File: src/rtl/polyveck_power2round_seq.sv
// Power2Round (D bits) over a K-polynomial vector, LANES coefficients per cycle, 3-stage pipeline.
// Optional sticky input range flag: define P2R_RANGE_CHECK_EN to add the range_err output.
module polyveck_power2round_seq #(
  parameter int unsigned K      = 6,
  parameter int unsigned N      = 256,
  parameter int unsigned LANES  = 4,
  parameter int unsigned COEF_W = 32,
  parameter int unsigned D      = 13,
  parameter int unsigned ADDR_W = 9
) (
  input  logic                      clk,
  input  logic                      rst,
  input  logic                      start,
  output logic                      busy,
  output logic                      done,
  output logic                      rd_en,
  output logic [ADDR_W-1:0]         rd_addr,
  input  logic [LANES*COEF_W-1:0]   rd_data,
  output logic                      wr_en,
  output logic [ADDR_W-1:0]         wr_addr,
  output logic [LANES*COEF_W-1:0]   t1_data,
  output logic [LANES*COEF_W-1:0]   t0_data
`ifdef P2R_RANGE_CHECK_EN
  ,
  output logic                      range_err
`endif
);

  localparam int unsigned W = K * N / LANES;
  localparam logic [ADDR_W-1:0] LAST = ADDR_W'(W - 1);
  localparam logic signed [COEF_W-1:0] RND = COEF_W'((1 << (D - 1)) - 1);

  typedef enum logic [1:0] {ST_IDLE, ST_RUN, ST_DRAIN, ST_DONE} state_e;

  state_e                    state_q, state_d;
  logic [ADDR_W-1:0]         rd_addr_q;
  logic                      s1_valid_q;
  logic [ADDR_W-1:0]         s1_addr_q;
  logic                      wr_en_q;
  logic [ADDR_W-1:0]         wr_addr_q;
  logic [LANES*COEF_W-1:0]   t1_q, t1_d;
  logic [LANES*COEF_W-1:0]   t0_q, t0_d;
  logic                      start_ok;

  function automatic logic signed [COEF_W-1:0] p2r_hi(input logic signed [COEF_W-1:0] a);
    logic signed [COEF_W-1:0] s;
    s = a + RND;
    return s >>> D;
  endfunction

  assign start_ok = (state_q == ST_IDLE) && start;

  always_ff @(posedge clk) begin
    if (rst) state_q <= ST_IDLE;
    else     state_q <= state_d;
  end

  always_comb begin
    state_d = state_q;
    case (state_q)
      ST_IDLE:  if (start) state_d = ST_RUN;
      ST_RUN:   if (rd_addr_q == LAST) state_d = ST_DRAIN;
      ST_DRAIN: if (wr_en_q && (wr_addr_q == LAST)) state_d = ST_DONE;
      ST_DONE:  state_d = ST_IDLE;
      default:  state_d = ST_IDLE;
    endcase
  end

  always_comb begin
    rd_en = (state_q == ST_RUN);
    busy  = (state_q == ST_RUN) || (state_q == ST_DRAIN);
    done  = (state_q == ST_DONE);
  end

  // Read counter parks at 0 once the last word is issued, so idle rd_addr reads 0.
  always_ff @(posedge clk) begin
    if (rst)                   rd_addr_q <= '0;
    else if (state_q == ST_RUN) rd_addr_q <= (rd_addr_q == LAST) ? '0 : rd_addr_q + 1'b1;
  end

  // Stage 1: address/valid aligned with the RAM's 1-cycle read data.
  always_ff @(posedge clk) begin
    if (rst) begin
      s1_valid_q <= 1'b0;
      s1_addr_q  <= '0;
    end else begin
      s1_valid_q <= rd_en;
      s1_addr_q  <= rd_addr_q;
    end
  end

  always_comb begin
    t1_d = '0;
    t0_d = '0;
    for (int unsigned i = 0; i < LANES; i++) begin
      t1_d[COEF_W*i +: COEF_W] = p2r_hi(rd_data[COEF_W*i +: COEF_W]);
      t0_d[COEF_W*i +: COEF_W] = rd_data[COEF_W*i +: COEF_W]
                                 - (p2r_hi(rd_data[COEF_W*i +: COEF_W]) <<< D);
    end
  end

  // Stage 2: registered results and write strobe.
  always_ff @(posedge clk) begin
    if (rst) begin
      wr_en_q   <= 1'b0;
      wr_addr_q <= '0;
      t1_q      <= '0;
      t0_q      <= '0;
    end else begin
      wr_en_q <= s1_valid_q;
      if (s1_valid_q) begin
        wr_addr_q <= s1_addr_q;
        t1_q      <= t1_d;
        t0_q      <= t0_d;
      end
    end
  end

  assign rd_addr = rd_addr_q;
  assign wr_en   = wr_en_q;
  assign wr_addr = wr_addr_q;
  assign t1_data = t1_q;
  assign t0_data = t0_q;

`ifdef P2R_RANGE_CHECK_EN
  localparam logic signed [COEF_W-1:0] QMOD = COEF_W'(8380417);
  logic range_q;
  logic lane_bad;

  always_comb begin
    lane_bad = 1'b0;
    for (int unsigned i = 0; i < LANES; i++) begin
      if ($signed(rd_data[COEF_W*i +: COEF_W]) < 0 ||
          $signed(rd_data[COEF_W*i +: COEF_W]) >= QMOD)
        lane_bad = 1'b1;
    end
  end

  always_ff @(posedge clk) begin
    if (rst || start_ok)              range_q <= 1'b0;
    else if (s1_valid_q && lane_bad)  range_q <= 1'b1;
  end

  assign range_err = range_q;
`else
  logic unused_start_ok;
  assign unused_start_ok = start_ok;
`endif

endmodule

File: config.mk
export PLATFORM = sky130hd
export DESIGN_NAME = polyveck_power2round_seq
export DESIGN_NICKNAME = d
export VERILOG_FILES = /design/src/rtl/polyveck_power2round_seq.sv
export SDC_FILE = /design/constraint.sdc
export NUM_CORES = 1
export LEC_CHECK = 0
export BUFFER_PORTS_ARGS = -buffer_cell sky130_fd_sc_hd__buf_2
export CAP_MARGIN = 5
export CORE_ASPECT_RATIO = 1.25
export CORE_MARGIN = 2
export CORE_UTILIZATION = 36
export CTS_CLUSTER_DIAMETER = 150
export DETAILED_ROUTE_END_ITERATION = 10
export PLACE_DENSITY = 0.65
export SETUP_SLACK_MARGIN = 0.15
export SLEW_MARGIN = 40
export SYNTH_ARGS = -nofsm -noshare
export SYNTH_HDL_FRONTEND = slang
export SYNTH_SLANG_ARGS = --single-unit
File: constraint.sdc
create_clock -name clk -period 3.8 [get_ports clk]
set_clock_uncertainty 0.1 [all_clocks]
set_input_delay 0.19 -clock clk [delete_from_list [all_inputs] [get_ports clk]]
set_output_delay 0.19 -clock clk [all_outputs]
set_load 0.05 [all_outputs]
==> impl_results.md <==
* Synth cell count leaders: nor2_1, dfxtp_1, mux2i_1
* Worst Setup Start Kind: input pin
* Hold Violations, Final at 0
* Largest net degree at the start of global routing at 142
* Post-synth ARST share at 0
* Clock Latency Late Sink at 0.55 ns
* Core Rows at 79
* Pwr Density at 528 nW/um^2
* Clock period minus worst slack at 3.49 ns
* Max-slew violations at 0
* Syn Area/Cell at 8.78 um^2
* Layout area overhead at 33.3%
* Status: complete, no violations
* First-pass GRT wire length at 64200 um
* DIE AREA at 39200 um^2
* Largest area contributor in the netlist: dfxtp_1
* Syn_nets at 1747
* Routed vias at 12728
* Largest stage delay, worst path at 0.54 ns
* Worst Path Max Fanout at 5
* CTS Buf Count at 27
* Max-cap viol count at 0
* # DRC at 0
* Port bufs at 408
* DP Wirelength at 29900 um
* TritonCTS Sinks at 235
* Share of layout cells above drive strength 1 at 0.297
* Cell Area, Synth at 13500 um^2
* GRT Overall Usage at 0.198
* CTS HTree Levels at 1
* Antenna fix cells at 0
* Yosys warns at 0
* Post-synth EDFFs at 0
* Data required, critical path at 4.15 ns
* CTS tree: built
* Post-synthesis sequential area ratio at 0.347
* Cell area after layout at 18100 um^2
* First-pass DRT Iterations at 5
* Die Y at 221 um
* Slew HR at 0.474
* Final period util at 0.919
* Die W at 178 um
* Fillers at 3528
* Vias/cell at 5.04
* WS Path Type: in2reg
* CP Data Arrival Time at 3.84 ns
* Final setup vio count at 0
* Gate Count Post-Synth at 1543
* Vias in the first global route at 12589
* Slowest cell on crit path: dlygate4sd3_1
* Area of the multi-input gates at 8140 um^2
* Drt wl/cell at 16.1 um
* GP Congestion at 0.891
* Synth cell types at 80
* CTS clk-pin slew, worst paths at 0.06 ns
* RSZ-0062 raised after global routing: true
* Most area-consuming cells after synthesis: dfxtp_1, mux2i_1, nor2_1
* CTS Root Cell: clkbuf_16
* Placeable Area at 37200 um^2
* Worst path cell trace: dlygate4sd3_1, buf_2, nand4_1, a311o_1, inv_1, ha_1, xor2_2, o21ai_0, o221ai_1, nor3_2, o32ai_2, a211oi_1, a211oi_2, o311ai_2, nand3_1, a31o_1
* Clock buffer depth at 3
* CP endpoint kind: flip-flop
* Top-area cell type share of the netlist area at 0.347
* Antenna-violating nets left at 0
* Leak at 0.00838 uW
* TNS Setup at 0 ns
* Final WL at 40600 um
* Ys flop type: dfxtp_1
* Max Fclk at 286 MHz
* Total area of sequential cells at 4710 um^2
* Hold/Removal Path Class: in2reg
* Most common cell in the netlist: nor2_1
* Fin nets at 2223
* GRT overflow at 0
* Initial DRC Count at 493
* Max VDD drop at 0.369 mV
* Slew @ Worst Pin at 0.789 ns
* # IOs at 409
* Seq cells post-synth at 235
* Placed Instance Area at 16200 um^2
* Initial antenna violation count at 2
* Initial core utilization at 0.364
where the power goes:
part           internal, uW  switching (uW)  total (uW)  leakage (uW)
Clock                  1520            1120        2630      0.000446
Combinational          1130            2750        3880       0.00602
Sequential             2800             219        3020       0.00191
timing repair:
| action | in CTS | in global routing |
|---|---|---|
| endpoints found under the setup margin | 0 | 16 |
| hold endpoints to repair | 85 | 0 |
| buffers inserted | 0 | 3 |
| hold buffers | 74 | 0 |
| gates resized for setup | 0 | 32 |
metal layers:
layer  part of all wire  GRT usage  routed length (um)
met5            0.00049          0                  20
met4              0.030     0.0706                1220
met3              0.066     0.0443                2700
met2               0.51      0.359               20600
met1               0.40      0.223               16100
per-stage QoR:
stage,worst slack [ns],total power (uW),hold WS [ns],utilization,cells
global placement,-0.0656,6820,0.346,0.435,2398
global route,0.0673,9970,0.0434,0.486,2525
finish,0.308,9530,0.0219,0.486,2525
detailed placement,-0.120,6860,0.357,0.435,2398
CTS,0.168,9580,0.00547,0.479,2521
floorplan,0.231,6040,0.238,-,1543
path summary, 6_finish.rpt:
kind | startpoint | to | slack (ns) | depth (start not counted)
worst max-delay path | rd_data[108] | t0_data[126] | 0.31 | 16
worst max register to register | rd_addr[3] | state_q[0] | 1.49 | 5
worst min register to register | t0_data[120] | t0_data[120] | 0.37 | 2
worst min-delay path | rd_data[15] | t1_data[2] | 0.02 | 4
logic make-up after synthesis:
logic type	count (synthesis)	synth area share
simple gates	528	0.187
mux	177	0.131
fa+ha+maj	73	0.0674
xor+xnor	137	0.0886
buf+inv	185	0.0669
compound gates	208	0.112
flops	235	0.347
layout make-up:
class | instances | area share
Inverter | 68 | 0.0141
Multi-Input combinational cell | 1123 | 0.451
Clock buffer | 31 | 0.0405
Clock inverter | 18 | 0.00908
Sequential cell | 235 | 0.261
Tap cell | 486 | 0.0337
Timing Repair Buffer | 564 | 0.191
sequential cells by signal, indices dropped and copies added, names as in the netlist:
name / count
rd_addr: 9
s1_addr_q: 9
s1_valid_q: 1
state_q: 2
t0_data: 128
t1_data: 76
wr_addr: 9
wr_en: 1
cells in the final DEF (no fill, tap or decap), drive strengths merged, types with 18 or more instances in the layout:
cell type and n:
inv 69, xor2 70, xnor2 67, dlygate4sd3 74, dfxtp 235, nor2b 18
mux2i 174, a21oi 47, ha 73, nand2 87, nor2 245, o21ai 31
nand3 39, a211oi 29, and3 30, buf 490, clkbuf 31, nor4 18
worst max-delay path: cells and delay by family:
kind	cells	cell delay [ns]
AOI/OAI and AO/OA	8	1.80
xor gates and xnor gates	1	0.22
adders and majority gates	1	0.26
buffers and inverters	3	0.78
and+or+nand+nor	3	0.59
(Power assumes the default switching activity.)
